`config.mk`:
```
export PLATFORM = sky130hd
export DESIGN_NAME = sap1_controller_sequencer
export DESIGN_NICKNAME = d
export VERILOG_FILES = /design/src/rtl/sap1_controller_sequencer.sv
export SDC_FILE = /design/constraint.sdc
export NUM_CORES = 1
export LEC_CHECK = 0
export CAP_MARGIN = 30
export CORE_MARGIN = 3
export CORE_UTILIZATION = 39
export CTS_CLUSTER_DIAMETER = 150
export CTS_CLUSTER_SIZE = 10
export DETAILED_ROUTE_END_ITERATION = 6
export GPL_TIMING_DRIVEN = 0
export PLACE_DENSITY = 0.86
export SYNTH_ARGS = -nofsm -noshare
export SYNTH_HDL_FRONTEND = slang
export SYNTH_SLANG_ARGS = --single-unit
```
`constraint.sdc`:
```
create_clock -name clock -period 3.04 [get_ports clock]
set_input_delay 0.912 -clock clock [delete_from_list [all_inputs] [get_ports clock]]
set_output_delay 0.912 -clock clock [all_outputs]
set_load 0.02 [all_outputs]
```
`src/rtl/sap1_controller_sequencer.sv`:
```
// SAP-1 controller/sequencer: one-hot T1..T6 ring plus opcode decode
// driving the 12-bit control word; free-run, single-step and halt.
module sap1_controller_sequencer #(
  parameter logic [3:0] OP_LDA = 4'h0,
  parameter logic [3:0] OP_ADD = 4'h1,
  parameter logic [3:0] OP_SUB = 4'h2,
  parameter logic [3:0] OP_OUT = 4'hE,
  parameter logic [3:0] OP_HLT = 4'hF
) (
  input  logic       clock,
  input  logic       clear_n,
  input  logic       run,
  input  logic       step,
  input  logic [3:0] ir_opcode,
  output logic [5:0] t_state,
  output logic       halted,
  output logic       pc_increment,
  output logic       pc_enable,
  output logic       mar_load_n,
  output logic       ram_enable_n,
  output logic       ir_load_n,
  output logic       ir_enable_n,
  output logic       a_load_n,
  output logic       a_enable,
  output logic       alu_subtract,
  output logic       alu_enable,
  output logic       b_load_n,
  output logic       out_load_n
);

  typedef enum logic [5:0] {
    T1 = 6'b000001,
    T2 = 6'b000010,
    T3 = 6'b000100,
    T4 = 6'b001000,
    T5 = 6'b010000,
    T6 = 6'b100000
  } tstate_e;

  typedef struct packed {
    logic cp;
    logic ep;
    logic lm_n;
    logic ce_n;
    logic li_n;
    logic ei_n;
    logic la_n;
    logic ea;
    logic su;
    logic eu;
    logic lb_n;
    logic lo_n;
  } cw_t;

  localparam cw_t CW_NOP = '{
    cp:   1'b0,
    ep:   1'b0,
    lm_n: 1'b1,
    ce_n: 1'b1,
    li_n: 1'b1,
    ei_n: 1'b1,
    la_n: 1'b1,
    ea:   1'b0,
    su:   1'b0,
    eu:   1'b0,
    lb_n: 1'b1,
    lo_n: 1'b1
  };

  tstate_e state_q, state_d;
  logic    halted_q, halted_d;
  logic    step_q;
  logic    step_rise;
  logic    advance;
  logic    active;
  logic    is_lda, is_add, is_sub, is_out, is_hlt;
  cw_t     cw;

  assign step_rise = step & ~step_q;
  assign advance   = ~halted_q & (run | step_rise);
  // Word is gated by clear_n too so it reads NOP for the whole reset window.
  assign active    = advance & clear_n;

  assign is_lda = (ir_opcode == OP_LDA);
  assign is_add = (ir_opcode == OP_ADD);
  assign is_sub = (ir_opcode == OP_SUB);
  assign is_out = (ir_opcode == OP_OUT);
  assign is_hlt = (ir_opcode == OP_HLT);

  always_ff @(posedge clock or negedge clear_n) begin
    if (!clear_n) begin
      state_q  <= T1;
      halted_q <= 1'b0;
      step_q   <= 1'b0;
    end else begin
      state_q  <= state_d;
      halted_q <= halted_d;
      step_q   <= step;
    end
  end

  always_comb begin
    state_d  = state_q;
    halted_d = halted_q;
    if (advance) begin
      unique case (state_q)
        T1: state_d = T2;
        T2: state_d = T3;
        T3: state_d = T4;
        T4: begin
          if (is_hlt) halted_d = 1'b1;
          else        state_d  = T5;
        end
        T5: state_d = T6;
        T6: state_d = T1;
        default: state_d = T1;
      endcase
    end
  end

  always_comb begin
    cw = CW_NOP;
    if (active) begin
      unique case (state_q)
        T1: begin
          cw.ep   = 1'b1;
          cw.lm_n = 1'b0;
        end
        T2: cw.cp = 1'b1;
        T3: begin
          cw.ce_n = 1'b0;
          cw.li_n = 1'b0;
        end
        T4: begin
          unique case (1'b1)
            is_lda, is_add, is_sub: begin
              cw.ei_n = 1'b0;
              cw.lm_n = 1'b0;
            end
            is_out: begin
              cw.ea   = 1'b1;
              cw.lo_n = 1'b0;
            end
            default: cw = CW_NOP;
          endcase
        end
        T5: begin
          unique case (1'b1)
            is_lda: begin
              cw.ce_n = 1'b0;
              cw.la_n = 1'b0;
            end
            is_add, is_sub: begin
              cw.ce_n = 1'b0;
              cw.lb_n = 1'b0;
            end
            default: cw = CW_NOP;
          endcase
        end
        T6: begin
          unique case (1'b1)
            is_add, is_sub: begin
              cw.eu   = 1'b1;
              cw.la_n = 1'b0;
              cw.su   = is_sub;
            end
            default: cw = CW_NOP;
          endcase
        end
        default: cw = CW_NOP;
      endcase
    end
  end

  assign t_state      = state_q;
  assign halted       = halted_q;
  assign pc_increment = cw.cp;
  assign pc_enable    = cw.ep;
  assign mar_load_n   = cw.lm_n;
  assign ram_enable_n = cw.ce_n;
  assign ir_load_n    = cw.li_n;
  assign ir_enable_n  = cw.ei_n;
  assign a_load_n     = cw.la_n;
  assign a_enable     = cw.ea;
  assign alu_subtract = cw.su;
  assign alu_enable   = cw.eu;
  assign b_load_n     = cw.lb_n;
  assign out_load_n   = cw.lo_n;

endmodule
```
==> results of run 1 <==
==> power by group <==
group / leakage (nW) / switching (mW) / total (mW) / internal [mW]
combinational: 0.321 / 0.0125 / 0.0245 / 0.0120
clock: 0.0150 / 0.0310 / 0.0809 / 0.0499
sequential: 0.0877 / 0.00190 / 0.110 / 0.108
total: 0.423 / 0.0454 / 0.215 / 0.170
==> Yosys cell counts, types with 3 or more instances <==
library cell / number / area, µm²
nand2_1: 3 / 11.3
o211ai_1: 3 / 22.5
inv_1: 4 / 15.0
nor3b_1: 3 / 22.5
nand3_1: 3 / 15.0
dfrtp_1: 7 / 175
mux2_2: 3 / 33.8
nor2_1: 10 / 37.5
==> final timing paths <==
path	slack (ns)	start	endpoint
worst max-delay path	-0.07	ir_opcode[1]	a_enable
worst min-delay path	0.50	clear_n	t_state[3]$_DFFE_PN0P_
worst max register to register	1.09	t_state[1]$_DFFE_PN0P_	t_state[1]$_DFFE_PN0P_
max in group asynchronous	2.30	clear_n	t_state[0]$_DFFE_PN1P_
worst min register to register	0.58	halted$_DFFE_PN0P_	halted$_DFFE_PN0P_
min in group clock	0.58	halted$_DFFE_PN0P_	halted$_DFFE_PN0P_
==> per-stage QoR <==
stage	utilization, %	setup TNS, ns	hold slack (ns)	cell area, µm²
2_1_floorplan	-	0	0.616	571
3_3_place_gp	63.7	-9.26	0.545	850
3_5_place_dp	63.7	-9.35	0.556	850
4_1_cts	70.3	-0.520	0.569	937
5_1_grt	70.2	-0.392	0.494	936
6_report	70.2	-0.174	0.498	936
==> state kept, by name, indices dropped and copies added, names as in the netlist <==
signal	cells
step_q	1
t_state	6
halted	1
==> area by class of cell <==
| type | instances | area, µm² | area share [%] |
|---|---|---|---|
| Inverter | 5 | 18.8 | 2.01 |
| Clock buffer | 4 | 26.3 | 2.81 |
| Multi-Input combinational cell | 51 | 389 | 41.6 |
| Timing Repair Buffer | 34 | 280 | 29.9 |
| Sequential cell | 8 | 203 | 21.7 |
| Tap cell | 15 | 18.8 | 2.01 |
==> logic make-up (layout without fill, tap and decap cells) <==
logic type      Yosys count  count (layout)
buf+inv                   5              43
mux                       5               5
simple gates             34              34
compound gates           11              11
flops                     8               8
xor+xnor                  1               1
==> worst max-delay path: cells and delay by family <==
kind	cells	cell delay [ns]
simple gates	2	0.86
buf+inv	3	0.42
==> what timing repair did <==
action	CTS	global route
resized for setup	70	13
endpoints found under the setup margin	12	12
setup buffers	7	1
gates cloned	0	0
pin swaps	4	6
==> layer usage <==
metal  track usage, %  wire length (µm)  part of all wire (%)  vias up
met5                0                 0                     0        -
met3             4.07                87                   5.6        0
li1                 -                 -                     -      316
met1             21.0               633                    41      296
met4             8.43                 0                     0        0
met2             29.9               826                    53       17
==> metrics.md, run 1 <==
| Metric | Value |
|---|---|
| Slew margin rel. | `63.4%` |
| Via count | `629` |
| Syn Area/Cell | `8.91 µm²` |
| Initial antenna violation count | `0` |
| Ys flop type | `dfrtp_1` |
| Actual slew at the worst max-slew pin | `around 0.55 ns` |
| Yosys warns | `0` |
| Worst r2r path cells | `4` |
| Die area | `1960 µm²` |
| IO Pins | `27` |
| Total Power | `approximately 220 µW` |
| ANT cells | `0` |
| Placed Cells incl. Taps | `roughly 110` |
| Largest net degree at the start of global routing | `10` |
| First-pass GRT wire length | `2620 µm` |
| Critical path arrival | `2.20 ns` |
| Starting Density | `42.8%` |
| DRC | `0` |
| Flops & latches, synth | `8` |
| Port bufs | `26` |
| Number of global-route vias before repair | `slightly above 600` |
| Final period util | `102%` |
| Status | `complete, but fails checks` |
| # hold bufs at CTS | `0` |
| Synthesized cell area | `571 µm²` |
| Pleak | `0.423 nW` |
| Worst Path Max Fanout | `5` |
| GRT Resource Usage Total | `roughly 18%` |
| Crit path required time | `2.13 ns` |
| Commonest non-fill, non-tap cell in the layout | `buf_4` |
| H-tree depth | `1` |
| Failing checks | `negative setup slack` |
| VDD IR max | `between 0.0002 and 0.00025 V` |
| Startpoint Class | `input port` |
| Pre-Repair DR Iteration Count | `4` |
| Synth Area in Simple Gates | `36.0%` |
| Seq/Total Area, Yosys | `35.3%` |
| Class of the worst hold path | `input port to asynchronous set/reset pin` |
| DP Wirelength | `1100 µm` |
| Synth Instances | `between 60 and 70` |
| Number of CTS-inserted buffers | `3` |
| Setup ws final | `-0.0722 ns` |
| Horiz. Die Dim | `44.3 µm` |
| Pwr Density | `~230 nW/µm²` |
| CTS tree | `yes` |
| # setup viols final | `3` |
| Layout net count | `111` |
| Area share of fa/ha/maj cells after synthesis | `0%` |
| Final Hold Viols | `0` |
| Max frequency | `approximately 320 MHz` |
| Gpl congestion | `0.895` |
| Unrepaired setup endpoints after global routing | `yes` |
| Critical path cell sequence | `dlygate4sd2_1, or2b_4, or4_4, inv_2, buf_6` |
| Share of cells above drive strength 1 | `44.1%` |
| CP Capture Type | `output pin` |
| Clock Sinks | `8` |
| Yosys cell types | `31` |
| Clock-pin slew on the worst setup and hold paths | `0.05 ns` |
| Main combinational cell family by area after synthesis | `simple AND/OR/NAND/NOR gates` |
| Area fraction in compound gates after synthesis | `14.5%` |
| Clk_lat worst skew | `approximately 0.25 ns` |
| Crit Path Category | `input port to output pin` |
| Number of flops mapped to enable cells by yosys | `0` |
| Clock root buffer | `clkbuf_4` |
| Mux cell area share after synthesis | `roughly a tenth` |
| Worst path slowest cell | `or4_4` |
| Routed Wire Length | `around 1500 µm` |
| Layout Cells excl Fill | `117` |
| Post-synthesis async set-or-reset flop share | `100%` |
| Fill cells | `97` |
| 1st-iter DRT viols | `13` |
| Clock Skew | `0.00746 ns` |
| Post-DRT Antenna Nets | `0` |
| Syn-to-layout area delta | `64.0%` |
| Syn Nets | `72` |
| Most frequent cells in the layout | `buf_4 (12), nor2_1 (7), clkdlybuf4s50_1 (7), dfrtp_1 (6), buf_2 (5)` |
| Max-slew violations | `0` |
| Core Area | `approximately 1300 µm²` |
| Placement Rows | `13` |
| Post-Synth XOR/XNOR Area | `1.54%` |
| Total global routing overflow | `0` |
| Vias/cell | `5.38` |
| Maximum clock path buffer count | `2` |
| Max-cap viol count | `0` |
| Worst stage delay on the critical path | `0.55 ns` |
| Die height | `44.3 µm` |
| WL/cell | `13.2 µm` |
| Pre-CTS setup slack | `-1.05 ns` |
| Min Tclk post-route | `3.11 ns` |
Power figures use the tool's default switching activity.
==> run 2, diff against run 1 <==
--- a/config.mk
+++ b/config.mk
@@ -13,6 +13,7 @@
 export DETAILED_ROUTE_END_ITERATION = 6
 export GPL_TIMING_DRIVEN = 0
 export PLACE_DENSITY = 0.86
+export RECOVER_POWER = 100
 export SYNTH_ARGS = -nofsm -noshare
 export SYNTH_HDL_FRONTEND = slang
 export SYNTH_SLANG_ARGS = --single-unit
==> metrics.md, run 2 (synthesized netlist as in run 1, its figures left out) <==
| Metric | Value |
|---|---|
| Status | `complete, but fails checks (unchanged)` |
| Failing checks | `negative setup slack (unchanged)` |
| Share of cells above drive strength 1 | `40.2% (was 44.1%)` |
| Horiz. Die Dim | `44.3 µm (unchanged)` |
| Post-DRT Antenna Nets | `0 (unchanged)` |
| Syn-to-layout area delta | `60.1% (was 64.0%)` |
| Switch share | `21.1% (about the same)` |
| Most frequent cells in the layout | `buf_4 (10), nor2_1 (7), dlygate4sd3_1 (7), dfrtp_1 (6), clkbuf_2 (5) (was buf_4 (12), nor2_1 (7), clkdlybuf4s50_1 (7), dfrtp_1 (6), buf_2 (5))` |
| Layout net count | `111 (unchanged)` |
| First-pass GRT wire length | `2620 µm (unchanged)` |
| Worst stage delay on the critical path | `0.55 ns (about the same)` |
| DRC | `0 (unchanged)` |
| Worst r2r path cells | `4 (unchanged)` |
| Clock Sinks | `8 (unchanged)` |
| Crit Path Category | `input port to output pin (unchanged)` |
| Port bufs | `26 (unchanged)` |
| Largest net degree at the start of global routing | `10 (unchanged)` |
| Number of CTS-inserted buffers | `3 (unchanged)` |
| Final period util | `102% (about the same)` |
| GRT Resource Usage Total | `17.7% (unchanged)` |
| Max-cap viol count | `0 (unchanged)` |
| IO Pins | `27 (unchanged)` |
| H-tree depth | `1 (unchanged)` |
| Class of the worst hold path | `input port to asynchronous set/reset pin (unchanged)` |
| Actual slew at the worst max-slew pin | `0.940 ns (was 0.549 ns)` |
| Initial antenna violation count | `0 (unchanged)` |
| Clock-pin slew on the worst setup and hold paths | `0.05 ns (about the same)` |
| Starting Density | `42.8% (unchanged)` |
| 1st-iter DRT viols | `8 (was 13)` |
| Worst reg2reg setup slack | `1.02 ns (was 1.09 ns)` |
| # hold bufs at CTS | `0 (unchanged)` |
| CP Capture Type | `output pin (unchanged)` |
| Routed Wire Length | `1530 µm (was 1550 µm)` |
| Pleak | `0.416 nW (was 0.423 nW)` |
| Switching power | `45.2 µW (was 45.4 µW)` |
| Final TNS setup | `-0.173 ns (was -0.174 ns)` |
| Final Hold Viols | `0 (unchanged)` |
| Layout Utilization | `68.5% (was 70.2%)` |
| Pre-Repair DR Iteration Count | `4 (unchanged)` |
| Crit path required time | `2.13 ns (about the same)` |
| Startpoint Class | `input port (unchanged)` |
| Placement Rows | `13 (unchanged)` |
| Core Area | `1330 µm² (unchanged)` |
| # setup viols final | `3 (unchanged)` |
| Placed Cells incl. Taps | `105 (unchanged)` |
| Int Pwr | `169 µW (was 170 µW)` |
| Gpl congestion | `0.895 (unchanged)` |
| VDD IR max | `0.000198 V (was 0.000201 V)` |
| Worst Path Max Fanout | `5 (unchanged)` |
| Setup ws final | `-0.0740 ns (was -0.0722 ns)` |
| Maximum clock path buffer count | `2 (unchanged)` |
| WL/cell | `13.1 µm (was 13.2 µm)` |
| Critical path arrival | `2.20 ns (about the same)` |
| Clk_lat worst skew | `0.25 ns (about the same)` |
| Worst path slowest cell | `or4_4 (unchanged)` |
| Pwr Density | `235 nW/µm² (was 230 nW/µm²)` |
| Min Tclk post-route | `3.11 ns (about the same)` |
| Total global routing overflow | `0 (unchanged)` |
| Die height | `44.3 µm (unchanged)` |
| Max reg flops | `6 (unchanged)` |
| Critical path cell sequence | `dlygate4sd2_1, or2b_4, or4_4, inv_2, buf_6 (unchanged)` |
| Layout Cells excl Fill | `117 (unchanged)` |
| Unrepaired setup endpoints after global routing | `yes (unchanged)` |
| Slew margin rel. | `36.9% (was 63.4%)` |
| Clock Skew | `0.00799 ns (was 0.00746 ns)` |
| Number of global-route vias before repair | `616 (unchanged)` |
| Die area | `1960 µm² (unchanged)` |
| Clock root buffer | `clkbuf_4 (unchanged)` |
| Max-slew violations | `0 (unchanged)` |
| ANT cells | `0 (unchanged)` |
| Reg2Reg Launch Point | `t_state[0]$_DFFE_PN1P_ (was t_state[1]$_DFFE_PN0P_)` |
| Gate power share | `10.9% (was 11.4%)` |
| CTS tree | `yes (unchanged)` |
| Critical Path Source | `ir_opcode[1] (unchanged)` |
| DP Wirelength | `1100 µm (unchanged)` |
| Via count | `633 (was 629)` |
| Commonest non-fill, non-tap cell in the layout | `buf_4 (unchanged)` |
| Max frequency | `321 MHz (about the same)` |
| Clock power share | `37.9% (was 37.6%)` |
| Vias/cell | `5.41 (was 5.38)` |
| Worst R2R End | `t_state[1]$_DFFE_PN0P_ (unchanged)` |
| Sequential Power Share | `51.2% (was 51.1%)` |
run 2: changes by cell type in the layout (fill, tap and decap cells not counted), sizes merged:
| cell | delta |
|---|---|
| buf | -5 |
| clkbuf | +5 |
| clkdlybuf4s50 | -7 |
| dlygate4sd3 | +7 |
run 2: how the worst max path moves through the flow:
stage                           to  slack (ns)
after CTS                 a_enable       -0.15
after detailed placement  a_enable       -1.05
after global placement    a_enable       -1.05
final                     a_enable       -0.07
after floorplan           a_enable        0.05
after global routing      a_enable       -0.13
run 2: power by group through the flow:
| stage | sequential [mW] | clock, mW | combinational [mW] |
|---|---|---|---|
| 5_1_grt | 0.110 | 0.0893 | 0.0253 |
| 3_3_place_gp | 0.111 | 0 | 0.0231 |
| 2_1_floorplan | 0.112 | 0 | 0.00757 |
| 4_1_cts | 0.110 | 0.0880 | 0.0249 |
| 6_report | 0.110 | 0.0812 | 0.0233 |
| 3_5_place_dp | 0.111 | 0 | 0.0233 |
run 2: metrics by stage:
stage          hold WS (ns)  setup slack (ns)  area (µm²)  power [mW]
2_1_floorplan         0.616            0.0472         571       0.120
3_3_place_gp          0.545             -1.05         850       0.134
3_5_place_dp          0.556             -1.05         850       0.135
4_1_cts               0.569            -0.154         937       0.223
5_1_grt               0.494            -0.131         913       0.225
6_report              0.496           -0.0740         913       0.214
run 2: layer usage:
metal,GRT usage (%),vias to the layer above,routed length [µm]
li1,-,317,-
met1,21.0,297,615
met3,4.07,0,100
met5,0,-,0
met2,29.9,19,813
met4,8.43,0,0
run 2: worst max-delay path: cells and delay by family:
kind | cells | cell delay (ns)
AND/OR/NAND/NOR | 2 | 0.86
buffers and inverters | 3 | 0.42
run 2: cell type report:
| class | count | area [µm²] |
|---|---|---|
| clock buffer | 4 | 26.3 |
| multi-input combinational | 51 | 374 |
| sequential | 8 | 203 |
| timing repair buffer | 34 | 273 |
| fill | 103 | 420 |
| tap | 15 | 18.8 |
| inverter | 5 | 18.8 |
run 2: repair_timing:
item                       CTS  global route
pin swaps                    4             6
buffers inserted             7             1
gates resized for setup     70            13
setup endpoints to repair   12            12
==> run 3, diff against run 2 <==
--- a/config.mk
+++ b/config.mk
@@ -7,12 +7,12 @@
 export LEC_CHECK = 0
 export CAP_MARGIN = 30
 export CORE_MARGIN = 3
-export CORE_UTILIZATION = 39
+export CORE_UTILIZATION = 35
 export CTS_CLUSTER_DIAMETER = 150
 export CTS_CLUSTER_SIZE = 10
 export DETAILED_ROUTE_END_ITERATION = 6
 export GPL_TIMING_DRIVEN = 0
-export PLACE_DENSITY = 0.86
+export PLACE_DENSITY = 0.82
 export RECOVER_POWER = 100
 export SYNTH_ARGS = -nofsm -noshare
 export SYNTH_HDL_FRONTEND = slang
==> constraint.sdc (replaced) <==
create_clock -name clock -period 2.8 [get_ports clock]
set_input_delay 0.84 -clock clock [delete_from_list [all_inputs] [get_ports clock]]
set_output_delay 0.84 -clock clock [all_outputs]
set_load 0.02 [all_outputs]
==> metrics.md, run 3 (synthesized netlist as in run 1, its figures left out) <==
| Metric | Value |
|---|---|
| Status | `complete, but fails checks (unchanged)` |
| Failing checks | `negative setup slack (unchanged)` |
| Number of CTS-inserted buffers | `3 (unchanged)` |
| Multi-input gate area | `387 µm² (was 374 µm²)` |
| Initial antenna violation count | `0 (unchanged)` |
| WL/cell | `14.1 µm (was 13.1 µm)` |
| Actual slew at the worst max-slew pin | `0.512 ns (was 0.940 ns)` |
| Slew margin rel. | `65.8% (was 36.9%)` |
| Syn-to-layout area delta | `66.0% (was 60.1%)` |
| Clock Skew | `0.00627 ns (was 0.00799 ns)` |
| Routed Wire Length | `1660 µm (was 1530 µm)` |
| Worst stage delay on the critical path | `0.53 ns (was 0.55 ns)` |
| Die height | `46.4 µm (was 44.3 µm)` |
| DRC | `0 (unchanged)` |
| Most frequent cells in the layout | `buf_4 (13), nor2_1 (8), clkdlybuf4s50_1 (7), dfrtp_1 (6), dlygate4sd2_1 (6) (was buf_4 (10), nor2_1 (7), dlygate4sd3_1 (7), dfrtp_1 (6), clkbuf_2 (5))` |
| Final TNS setup | `-0.788 ns (was -0.173 ns)` |
| Worst path slowest cell | `or4_4 (unchanged)` |
| CTS tree | `yes (unchanged)` |
| CP Capture Type | `output pin (unchanged)` |
| VDD IR max | `0.000244 V (was 0.000198 V)` |
| IO Pins | `27 (unchanged)` |
| Horiz. Die Dim | `46.4 µm (was 44.3 µm)` |
| Switch share | `21.2% (was 21.1%)` |
| Core Area | `1420 µm² (was 1330 µm²)` |
| Max frequency | `approximately 330 MHz` |
| Crit Path Category | `flip-flop to output pin (was input port to output pin)` |
| Min Tclk post-route | `3.03 ns` |
| Vias/cell | `5.36 (was 5.41)` |
| Clock root buffer | `clkbuf_4 (unchanged)` |
| Unrepaired setup endpoints after global routing | `yes (unchanged)` |
| Pleak | `0.411 nW (was 0.416 nW)` |
| Gate power share | `11.2% (was 10.9%)` |
| Gpl congestion | `0.809 (was 0.895)` |
| Crit path required time | `1.96 ns (was 2.13 ns)` |
| Commonest non-fill, non-tap cell in the layout | `buf_4 (unchanged)` |
| Final Hold Viols | `0 (unchanged)` |
| Layout Cells excl Fill | `118 (was 117)` |
| Starting Density | `40.3% (was 42.8%)` |
| Fill cells | `115 (was 103)` |
| Max reg flops | `6 (unchanged)` |
| Port bufs | `26 (unchanged)` |
| Class of the worst hold path | `input port to asynchronous set/reset pin (unchanged)` |
| Pre-CTS setup slack | `-1.21 ns (was -1.05 ns)` |
| Int Pwr | `184 µW (was 169 µW)` |
| Number of global-route vias before repair | `562 (was 616)` |
| H-tree depth | `1 (unchanged)` |
| DP Wirelength | `1140 µm (was 1100 µm)` |
| GRT Resource Usage Total | `17.7% (about the same)` |
| Clk_lat worst skew | `0.25 ns (about the same)` |
| Startpoint Class | `flip-flop (was input port)` |
| Sequential Power Share | `51.1% (was 51.2%)` |
| ANT cells | `0 (unchanged)` |
| Max-slew violations | `0 (unchanged)` |
| Clock power share | `37.7% (was 37.9%)` |
| Maximum clock path buffer count | `2 (unchanged)` |
| Pwr Density | `247 nW/µm² (was 235 nW/µm²)` |
| First-pass GRT wire length | `2670 µm (was 2620 µm)` |
| Switching power | `49.5 µW (was 45.2 µW)` |
| Placed Cells incl. Taps | `105 (unchanged)` |
| 1st-iter DRT viols | `9 (was 8)` |
| Placement Rows | `13 (unchanged)` |
| Final period util | `108%` |
| Largest net degree at the start of global routing | `10 (unchanged)` |
| Max-cap viol count | `0 (unchanged)` |
| Critical path arrival | `2.19 ns (was 2.20 ns)` |
| Layout net count | `112 (was 111)` |
| Post-DRT Antenna Nets | `0 (unchanged)` |
| DP Area | `853 µm² (was 850 µm²)` |
| Die area | `2150 µm² (was 1960 µm²)` |
| Worst reg2reg setup slack | `0.88 ns (was 1.02 ns)` |
| Clock-pin slew on the worst setup and hold paths | `0.05 ns (about the same)` |
| Final instance area | `947 µm² (was 913 µm²)` |
| Register Area | `203 µm² (unchanged)` |
| Layout Utilization | `66.9% (was 68.5%)` |
| Setup ws final | `-0.229 ns (was -0.0740 ns)` |
| Clock Sinks | `8 (unchanged)` |
| Pre-Repair DR Iteration Count | `4 (unchanged)` |
| Share of cells above drive strength 1 | `39.8% (was 40.2%)` |
| Via count | `633 (unchanged)` |
| # setup viols final | `7 (was 3)` |
| Total global routing overflow | `0 (unchanged)` |
| Critical path cell sequence | `or4_4, or3_4, or4_4, inv_4, buf_6 (was dlygate4sd2_1, or2b_4, or4_4, inv_2, buf_6)` |
| Worst Path Max Fanout | `3 (was 5)` |
| Cell mode on critical path | `or4_4` |
run 3: through the flow:
| stage | power, mW | hold slack (ns) |
|---|---|---|
| floorplan | 0.130 | 0.544 |
| global placement | 0.146 | 0.561 |
| detailed placement | 0.146 | 0.583 |
| CTS | 0.240 | 0.393 |
| global route | 0.248 | 0.389 |
| finish | 0.234 | 0.400 |
run 3: cell type report:
class | count | share of cell area, %
multi-input cells | 51 | 40.8
repair buffers | 35 | 30.8
flip-flops and latches | 8 | 21.4
clock buffers | 4 | 2.77
inverters | 5 | 2.25
well taps | 15 | 1.98
run 3: routing by layer:
layer	share of wire (%)	track usage (%)	vias up
met5	0	0	-
met4	1.7	7.95	0
met3	7.2	3.13	4
met2	50	28.6	28
met1	41	22.7	281
li1	-	-	320
run 3: path summary, 6_finish.rpt:
check | start | endpoint | cells after the start
max | t_state[1]$_DFFE_PN0P_ | a_enable | 5
min reg2reg | halted$_DFFE_PN0P_ | halted$_DFFE_PN0P_ | 2
max reg2reg | t_state[1]$_DFFE_PN0P_ | halted$_DFFE_PN0P_ | 4
min | clear_n | t_state[5]$_DFFE_PN0P_ | 1
max in group asynchronous | clear_n | t_state[0]$_DFFE_PN1P_ | 1
min in group clock | halted$_DFFE_PN0P_ | halted$_DFFE_PN0P_ | 2
run 3: worst max-delay path, delay by kind of cell, from the launching register on:
kind          cells  cell delay [ns]
simple gates      3             1.39
buf+inv           2             0.16
flops             1             0.39
run 3: what timing repair did:
action	4_1_cts	5_1_grt
endpoints found under the setup margin	12	10
buffers inserted	8	1
gates cloned	0	0
pin swaps	5	1
resized for setup	59	12
hold buffers	0	0
run 3: power groups by stage:
| stage | registers (mW) | clock network, mW | logic [mW] |
|---|---|---|---|
| floorplan | 0.122 | 0 | 0.00822 |
| global route | 0.120 | 0.0994 | 0.0286 |
| finish | 0.120 | 0.0882 | 0.0262 |
| detailed placement | 0.121 | 0 | 0.0253 |
| CTS | 0.119 | 0.0936 | 0.0268 |
| global placement | 0.121 | 0 | 0.0249 |
